`src/rtl/wb_arbiter_pkg.sv`:
```
// Shared types and constants for the writeback arbiter and its selector.
package wb_arbiter_pkg;

  localparam int OPID_W         = 16;
  localparam int OPID_VALID_BIT = 15;
  localparam int NPC_W          = 32;
  localparam int PRDA_W         = 7;
  localparam int PRDV_W         = 32;

  // One execution-unit result as seen on a resp lane or a writeback slot.
  typedef struct packed {
    logic [OPID_W-1:0] opid;
    logic [NPC_W-1:0]  npc;
    logic [PRDA_W-1:0] prda;
    logic [PRDV_W-1:0] prdv;
  } exe_bundle_t;

  // A bundle carries a live result only when its opid valid bit is set.
  function automatic logic bundle_valid(input exe_bundle_t b);
    return b.opid[OPID_VALID_BIT];
  endfunction

  // Register-file write is suppressed for results without a destination.
  function automatic logic bundle_writes_rf(input exe_bundle_t b);
    return bundle_valid(b) && (b.prda != {PRDA_W{1'b0}});
  endfunction

endpackage

```
`src/rtl/wb_arbiter_chk.sv`:
```
// Protocol checker: units must present results packed from lane 0 upward.
module wb_arbiter_chk #(
  parameter int nfu = 4,
  parameter int ewd = 4
) (
  input logic                      clk,
  input logic                      rst,
  input logic [nfu-1:0][ewd-1:0]   i_valid
);

  logic w_gap;

  // Detect any valid lane sitting above an invalid lane in the same unit.
  always_comb begin
    w_gap = 1'b0;
    for (int u = 0; u < nfu; u++) begin
      for (int j = 1; j < ewd; j++) begin
        if (i_valid[u][j] && !i_valid[u][j-1]) begin
          w_gap = 1'b1;
        end else begin
          w_gap = w_gap;
        end
      end
    end
  end

  // Flag lane gaps; the arbiter ignores the stranded lanes regardless.
  always @(posedge clk) begin
    if (!rst) begin
      assert (w_gap == 1'b0)
        else $warning("wb_arbiter: valid lane above an invalid lane, mask=%h", i_valid);
    end
  end

endmodule

```
`src/rtl/wb_arbiter_rr_select.sv`:
```
// Rotating selector: walks units from a start unit (wrapping), lanes in
// order, and grants up to W eligible lanes. Purely combinational so the
// issue stage can reuse it with its own eligibility rule.
module rr_select #(
  parameter  int N  = 4,
  parameter  int L  = 4,
  parameter  int W  = 4,
  localparam int NL = N * L,
  localparam int IW = (NL > 1) ? $clog2(NL) : 1,
  localparam int PW = (N > 1) ? $clog2(N) : 1,
  localparam int CW = $clog2(W) + 1
) (
  input  logic [NL-1:0]         i_elig,
  input  logic [PW-1:0]         i_start,
  output logic [NL-1:0]         o_grant,
  output logic [W-1:0][IW-1:0]  o_idx,
  output logic [CW-1:0]         o_count,
  output logic [PW-1:0]         o_last
);

  logic [PW:0] w_unit;
  int          w_cnt;

  // Visit units start, start+1, ... (explicit wrap) and grant lanes in order until W grants.
  always_comb begin
    o_grant = {NL{1'b0}};
    o_idx   = '0;
    o_count = {CW{1'b0}};
    o_last  = {PW{1'b0}};
    w_unit  = {(PW+1){1'b0}};
    w_cnt   = 0;
    for (int s = 0; s < N; s++) begin
      w_unit = {1'b0, i_start} + (PW+1)'(s);
      // Compare-and-subtract wrap keeps non-power-of-two unit counts correct.
      if (w_unit >= (PW+1)'(N)) begin
        w_unit = w_unit - (PW+1)'(N);
      end else begin
        w_unit = w_unit;
      end
      for (int j = 0; j < L; j++) begin
        if (i_elig[int'(w_unit) * L + j] && (w_cnt < W)) begin
          o_grant[int'(w_unit) * L + j] = 1'b1;
          o_idx[w_cnt]                  = IW'(int'(w_unit) * L + j);
          o_last                        = w_unit[PW-1:0];
          w_cnt                         = w_cnt + 1;
        end else begin
          w_cnt = w_cnt;
        end
      end
    end
    o_count = CW'(w_cnt);
  end

endmodule

```
`src/rtl/wb_arbiter.sv`:
```
// Writeback arbiter: picks up to wwd results per cycle across execution
// units with round-robin fairness, pops them via claim, and registers them
// onto the writeback bus.
module wb_arbiter
  import wb_arbiter_pkg::*;
#(
  parameter int nfu = 4,
  parameter int ewd = 4,
  parameter int wwd = 4
) (
  input  logic                            clk,
  input  logic                            rst,
  input  logic                            flush,
  input  logic                            stall,
  input  exe_bundle_t [nfu-1:0][ewd-1:0]  resp,
  output logic [nfu-1:0][ewd-1:0]         claim,
  output exe_bundle_t [wwd-1:0]           wb,
  output logic [wwd-1:0]                  wb_wena,
  output logic [$clog2(wwd):0]            wb_num,
  output logic [$clog2(nfu)-1:0]          rr_ptr
);

  localparam int NL = nfu * ewd;
  localparam int IW = (NL > 1) ? $clog2(NL) : 1;
  localparam int PW = $clog2(nfu);
  localparam int CW = $clog2(wwd) + 1;

  logic [nfu-1:0][ewd-1:0] w_valid;
  logic [nfu-1:0][ewd-1:0] w_elig;
  logic                    w_run;
  exe_bundle_t [NL-1:0]    w_flat;
  logic [NL-1:0]           w_grant;
  logic [wwd-1:0][IW-1:0]  w_idx;
  logic [CW-1:0]           w_count;
  logic [PW-1:0]           w_last;
  logic [PW-1:0]           w_rr_next;
  logic                    w_claim_en;
  exe_bundle_t [wwd-1:0]   w_slot;
  logic [wwd-1:0]          w_slot_we;

  exe_bundle_t [wwd-1:0]   r_wb;
  logic [wwd-1:0]          r_wena;
  logic [CW-1:0]           r_num;
  logic [PW-1:0]           r_rr;

  assign w_flat = resp;

  // Lane j is a candidate only if it and every lower lane of its unit are valid.
  always_comb begin
    w_valid = '0;
    w_elig  = '0;
    w_run   = 1'b0;
    for (int u = 0; u < nfu; u++) begin
      w_run = 1'b1;
      for (int j = 0; j < ewd; j++) begin
        w_valid[u][j] = bundle_valid(resp[u][j]);
        w_run         = w_run & w_valid[u][j];
        w_elig[u][j]  = w_run;
      end
    end
  end

  rr_select #(
    .N (nfu),
    .L (ewd),
    .W (wwd)
  ) u_sel (
    .i_elig  (w_elig),
    .i_start (r_rr),
    .o_grant (w_grant),
    .o_idx   (w_idx),
    .o_count (w_count),
    .o_last  (w_last)
  );

  assign w_claim_en = ~stall & ~flush & ~rst;
  assign claim      = w_grant & {NL{w_claim_en}};

  // Route grant k to slot k; unused slots are zeroed.
  always_comb begin
    w_slot    = '0;
    w_slot_we = {wwd{1'b0}};
    for (int k = 0; k < wwd; k++) begin
      if (CW'(k) < w_count) begin
        w_slot[k]    = w_flat[w_idx[k]];
        w_slot_we[k] = bundle_writes_rf(w_flat[w_idx[k]]);
      end else begin
        w_slot[k]    = '0;
        w_slot_we[k] = 1'b0;
      end
    end
  end

  // Next start unit is the one after the last granted unit, wrapped by compare.
  always_comb begin
    if (w_last == PW'(nfu - 1)) begin
      w_rr_next = {PW{1'b0}};
    end else begin
      w_rr_next = w_last + PW'(1);
    end
  end

  // Single output register stage plus the round-robin pointer.
  always_ff @(posedge clk) begin
    if (rst || flush) begin
      r_wb   <= '0;
      r_wena <= {wwd{1'b0}};
      r_num  <= {CW{1'b0}};
      r_rr   <= {PW{1'b0}};
    end else if (stall) begin
      r_wb   <= r_wb;
      r_wena <= r_wena;
      r_num  <= r_num;
      r_rr   <= r_rr;
    end else begin
      r_wb   <= w_slot;
      r_wena <= w_slot_we;
      r_num  <= w_count;
      if (w_count != {CW{1'b0}}) begin
        r_rr <= w_rr_next;
      end else begin
        r_rr <= r_rr;
      end
    end
  end

  assign wb      = r_wb;
  assign wb_wena = r_wena;
  assign wb_num  = r_num;
  assign rr_ptr  = r_rr;

  wb_arbiter_chk #(
    .nfu (nfu),
    .ewd (ewd)
  ) u_chk (
    .clk     (clk),
    .rst     (rst),
    .i_valid (w_valid)
  );

endmodule

```
`config.mk`:
```
export PLATFORM = sky130hd
export DESIGN_NAME = wb_arbiter
export DESIGN_NICKNAME = d
export VERILOG_FILES = /design/src/rtl/wb_arbiter_pkg.sv /design/src/rtl/wb_arbiter_chk.sv /design/src/rtl/wb_arbiter_rr_select.sv /design/src/rtl/wb_arbiter.sv
export SDC_FILE = /design/constraint.sdc
export NUM_CORES = 2
export LEC_CHECK = 0
export CAP_MARGIN = 20
export CORE_AREA = 2 2 699 701
export DETAILED_ROUTE_END_ITERATION = 8
export DIE_AREA = 0 0 701 703
export MAX_ROUTING_LAYER = met4
export PLACE_DENSITY = 0.3
export SKIP_LAST_GASP = 1
export SLEW_MARGIN = 30
export SYNTH_ARGS = -nofsm -noshare
export SYNTH_HDL_FRONTEND = slang
export SYNTH_HIERARCHICAL = 1
export SYNTH_SLANG_ARGS = --single-unit
```
`constraint.sdc`:
```
create_clock -name clk -period 23.3 [get_ports clk]
set_clock_uncertainty 0.15 [all_clocks]
set_input_delay 4.66 -clock clk [delete_from_list [all_inputs] [get_ports clk]]
set_output_delay 4.66 -clock clk [all_outputs]
set_load 0.005 [all_outputs]
```
== Word-level counts from Yosys, hierarchy flattened ==
Index checks and enable logic that the tools add are counted.

* Muxes and demuxes: 206
* Equality and inequality tests: 1
* Order comparisons: 89
* Bitwise operators: 33
* Reduce and logical (&&, ||, !) cells: 57
* Add/subtract/negate cells: 35

{| class="wikitable"
|+ Operators with widths
! kind !! number
|-
| binary-select mux 87 bit (select 4 bit) || 4
|-
| less-than comparator 32 x 4 -> 1 bit, second input constant || 28
|-
| greater-or-equal comparator 32 x 1 -> 1 bit, second input constant || 26
|-
| 2-to-1 mux 87 bit || 8
|-
| 2-to-1 mux 16 bit || 30
|-
| 2-to-1 mux 32 bit || 14
|-
| adder 32 x 2 -> 32 bit, second input constant || 13
|-
| less-than comparator 32 x 6 -> 1 bit, second input constant || 12
|-
| bitwise mux 16 bit || 15
|-
| OR 16 bit || 12
|-
| demux 4 bit (select 2 bit) || 15
|-
| 2-to-1 mux 4 bit || 16
|-
| logical AND 1 bit || 50
|-
| 2-to-1 mux 1 bit || 49
|-
| adder 5 x 2 -> 6 bit, second input constant || 8
|-
| binary-select mux 1 bit (select 4 bit) || 12
|-
| demux 1 bit (select 4 bit) || 12
|-
| OR 16 x 13 -> 16 bit || 3
|-
| 2-to-1 mux 2 bit || 17
|-
| nonzero test 7 bit || 4
|-
| adder 5 x 1 -> 6 bit, second input constant || 4
|-
| greater-or-equal comparator 5 x 1 -> 1 bit, second input constant || 4
|-
| less-than comparator 4 x 5 -> 1 bit, second input constant || 4
|-
| less-than comparator 5 bit, second input constant || 4
|-
| other kinds (24) || 57
|}

* Logic and storage cells: 440
* Output and inout port bits: 373
* Input port bits: 1396
* Register bits after elaboration: 357

== Logic depth before layout (Yosys ltp) ==
* Depth after elaboration: 58
* Depth in mapped cells: 62
* Gate-level depth less buffers: 57

== Cells and area by module ==
The synthesis kept the hierarchy.

{| class="wikitable"
|+ Modules (own cells, without submodules)
! module !! cells an instance !! area each (sq um) !! sequential area each (sq um) !! instances
|-
| wb_arbiter || 3444 || 53652.7 || 7146.9 || 1
|-
| rr_select || 488 || 3748.6 || 0.0 || 1
|}

== Worst setup path after synthesis ==
Ideal clock, no wire load.

* Path kind: input-to-output
* Start point: input port resp[956] in the netlist's numbering
* End point: output port claim[3] in the netlist's numbering
* Cell stages on the path: 48
* Path buffers: 7
* Data arrival time: 15.206 ns
* Required time: 18.490 ns
* Path slack: 3.284 ns
* Path through: and3_1 > mux4_1 > buf_2 > inv_1 > fa_1 > inv_1 > ha_1 > mux2i_1 > inv_1 > ha_1 > nor4b_1 > a21oi_1 > ha_1 > a22o_1 > nor4_2 > mux2_2 > ha_1 > o32ai_1 > [12 not listed] > a222oi_1 > nor3b_2 > and2_1 > buf_2 > buf_1 > nor2_1 > a21o_1 > ha_1 > o22ai_1 > nor2_1 > ha_1 > and2_1 > and4b_1 > clkbuf_1 > clkbuf_1 > nand2_1 > nand2_1 > and2_1

{| class="wikitable"
|+ RTL lines
! element !! line !! text
|-
| start: declaration || wb_arbiter.sv:15 || <nowiki>input exe_bundle_t [nfu-1:0][ewd-1:0] resp,</nowiki>
|-
| end: declaration || wb_arbiter.sv:16 || <nowiki>output logic [nfu-1:0][ewd-1:0] claim,</nowiki>
|}

==> metrics <==
Hold Crit Class flop to flop; detailed-placement wirelength estimate roughly 430000 µm; first-pass GRT wire length around 650000 µm; Primary FF master, synth dfxtp_1; initial antenna violation count approximately 380; Avg Cell Area, Syn ~15 µm²; Met3 Routed Length around 48000 µm; PortBufs 1768; # setup viols final 0; CTS sink count between 300 and 400; TritonRoute pass-1 iters 6; status finished, final reports clean; first-iteration detailed-routing DRC count about 5700; Critical Path RT 18.49 ns; Tot GR Track Use 0.209; vias per cell about 4.6; M1 WL slightly above 200000 µm; routed length per placed instance between 40 and 50 µm; Netlist Area Pre-Place about 57000 µm²; row cnt roughly 260; crit path time final 22.31 ns; aggregate routed wire length between 500000 and 600000 µm; total gr overflow 0; Final Hold Fails 0; initial core utilization 0.118; critical path's slowest cell clkdlybuf4s50_1; Antenna Nets Post-Route 0; CTS tree built; core area around 480000 µm²; Die X ~700 µm; cell taking the most area after synthesis mux4_2; Synth area leaders mux4_2 (67%), dfxtp_1 (12%), a22oi_1 (5.3%), nor2_1 (2.5%), buf_6 (1.7%); Max-cap violations 0; DRC violation count after routing 0; RSZ-0062 raised after global routing false; max incr delay on CP 0.74 ns; fin nets roughly 6900; met2 routed WL roughly 250000 µm; crit-path most repeated cell ha_1; worst skew pair latency 0.78 ns; Hold Path Cell Cnt 2; synth warn 6; cts bufs inserted 70; share of the synthesized area in the top cell type 0.674; syn_nets approximately 5400; Die Ht ~700 µm; Max Slew Vio Count 0; critical path class primary input to output port; Via Count 55300; fin crit share 0.957; list of most frequent post-synthesis cells mux4_2 (1718), a22oi_1 (408), nor2_1 (381); largest net degree at the start of global routing 92; H-tree depth 3; synthesis-to-layout area growth 48.9%; vias in the first global route 55200; arrival time at the worst endpoint around 18 ns; Worst Path Max Fanout 14; Yosys reg bits roughly 360; area after detailed placement around 83000 µm²; Setup TNS 0 ns; Longest Clk Path Bufs 4; number of flops mapped to enable cells by yosys 0; Top Ports ~1800; Final Instance Area around 85000 µm²; Synth cell types just under 80; clock transition at the registers of the reported paths approximately 0.06 ns; sequential share of the synthesized area 0.125; Worst slew margin 0.320; FFs w/ async S/R, synth 0; most frequent cell after synthesis mux4_2; startpoint class of the critical path primary input; Placer Congestion 0.898; root buffer cell clkbuf_16; Worst-Margin Slew 1.02 ns; critical path endpoint category output port; layout cells sized above 1 0.380; cells after synthesis 3932; worst reg2reg path depth between 50 and 60; die area just under 500000 µm²; Top Metal Used met4; Peak Freq between 40 and 50 MHz
layer usage:
| metal | vias to the layer above | GRT usage |
|---|---|---|
| li1 | 21100 | - |
| met1 | 30200 | 0.247 |
| met2 | 3442 | 0.337 |
| met3 | 646 | 0.0659 |
| met4 | 0 | 0.0706 |
| met5 | - | - |
logic make-up (layout without fill, tap and decap cells):
group           after synthesis  in the layout  share of synthesized area
mux                        1752           1752                      0.683
buf+inv                     574           2122                     0.0560
simple gates                624            624                     0.0463
flops                       357            357                      0.125
compound gates              544            544                     0.0714
other cells                   0            228                          0
xor+xnor                     15             15                    0.00434
fa+ha+maj                    66             66                     0.0145
cells in the final DEF (no fill, tap or decap), types with 16 or more instances in the layout:
master              n
nor2_1            377
a222oi_1           17
o21ai_0            16
clkdlybuf4s50_1  1763
nand2_1           134
and2_1             33
ha_1               65
diode_2           228
mux2i_1            23
mux4_2           1718
a21oi_1            25
clkbuf_16          71
dfxtp_1           356
buf_12             60
a22oi_1           408
inv_1              32
a22o_1             18
buf_4             136
worst paths after layout:
check,from,end,slack [ns]
worst max register to register,rr_ptr[0],wb[322],7.75
worst min register to register,wb[260],wb[260],0.32
worst max-delay path,resp[782],claim[3],0.99
worst min-delay path,wb[260],wb[260],0.32
metrics by stage:
| stage | setup WS [ns] | instances | hold WS (ns) | utilization |
|---|---|---|---|---|
| finish | 0.991 | 12200 | 0.317 | 0.176 |
| global route | 0.113 | 12100 | 0.340 | 0.176 |
| CTS | 0.955 | 11900 | 0.321 | 0.175 |
| detailed placement | 0.981 | 11800 | 0.310 | 0.170 |
| global placement | 0.868 | 11800 | 0.306 | 0.170 |
| floorplan | 3.28 | 3932 | 0.312 | - |
critical path: cells and delay by family:
kind | cells | cell delay [ns]
AOI/OAI and AO/OA | 10 | 2.23
adders and majority gates | 10 | 3.36
buffers and inverters | 8 | 2.25
muxes | 3 | 1.51
and+or+nand+nor | 16 | 3.45
repair_timing:
action                     4_1_cts  5_1_grt
hold buffers                     0        0
buffers inserted                 0        6
setup endpoints to repair        0        4
gates resized for setup          0        0
sequential cells by signal, indices dropped and copies added, names as in the netlist:
signal and flops:
wb_wena 4, wb 348, rr_ptr 2, wb_num 3
area by class of cell:
class                   count  area, µm²
clock buffers              90       1960
fillers                 52800     399000
well taps                6450       8070
flip-flops and latches    357       7150
multi-input cells        3001      47200
repair buffers           1967      20000
inverters                  35        134
diodes                    228        571
clock inverters            30        387
Power is left out: the tool's default activity adds up to more than one toggle a clock period on the data nets, which glitch-free logic cannot reach.
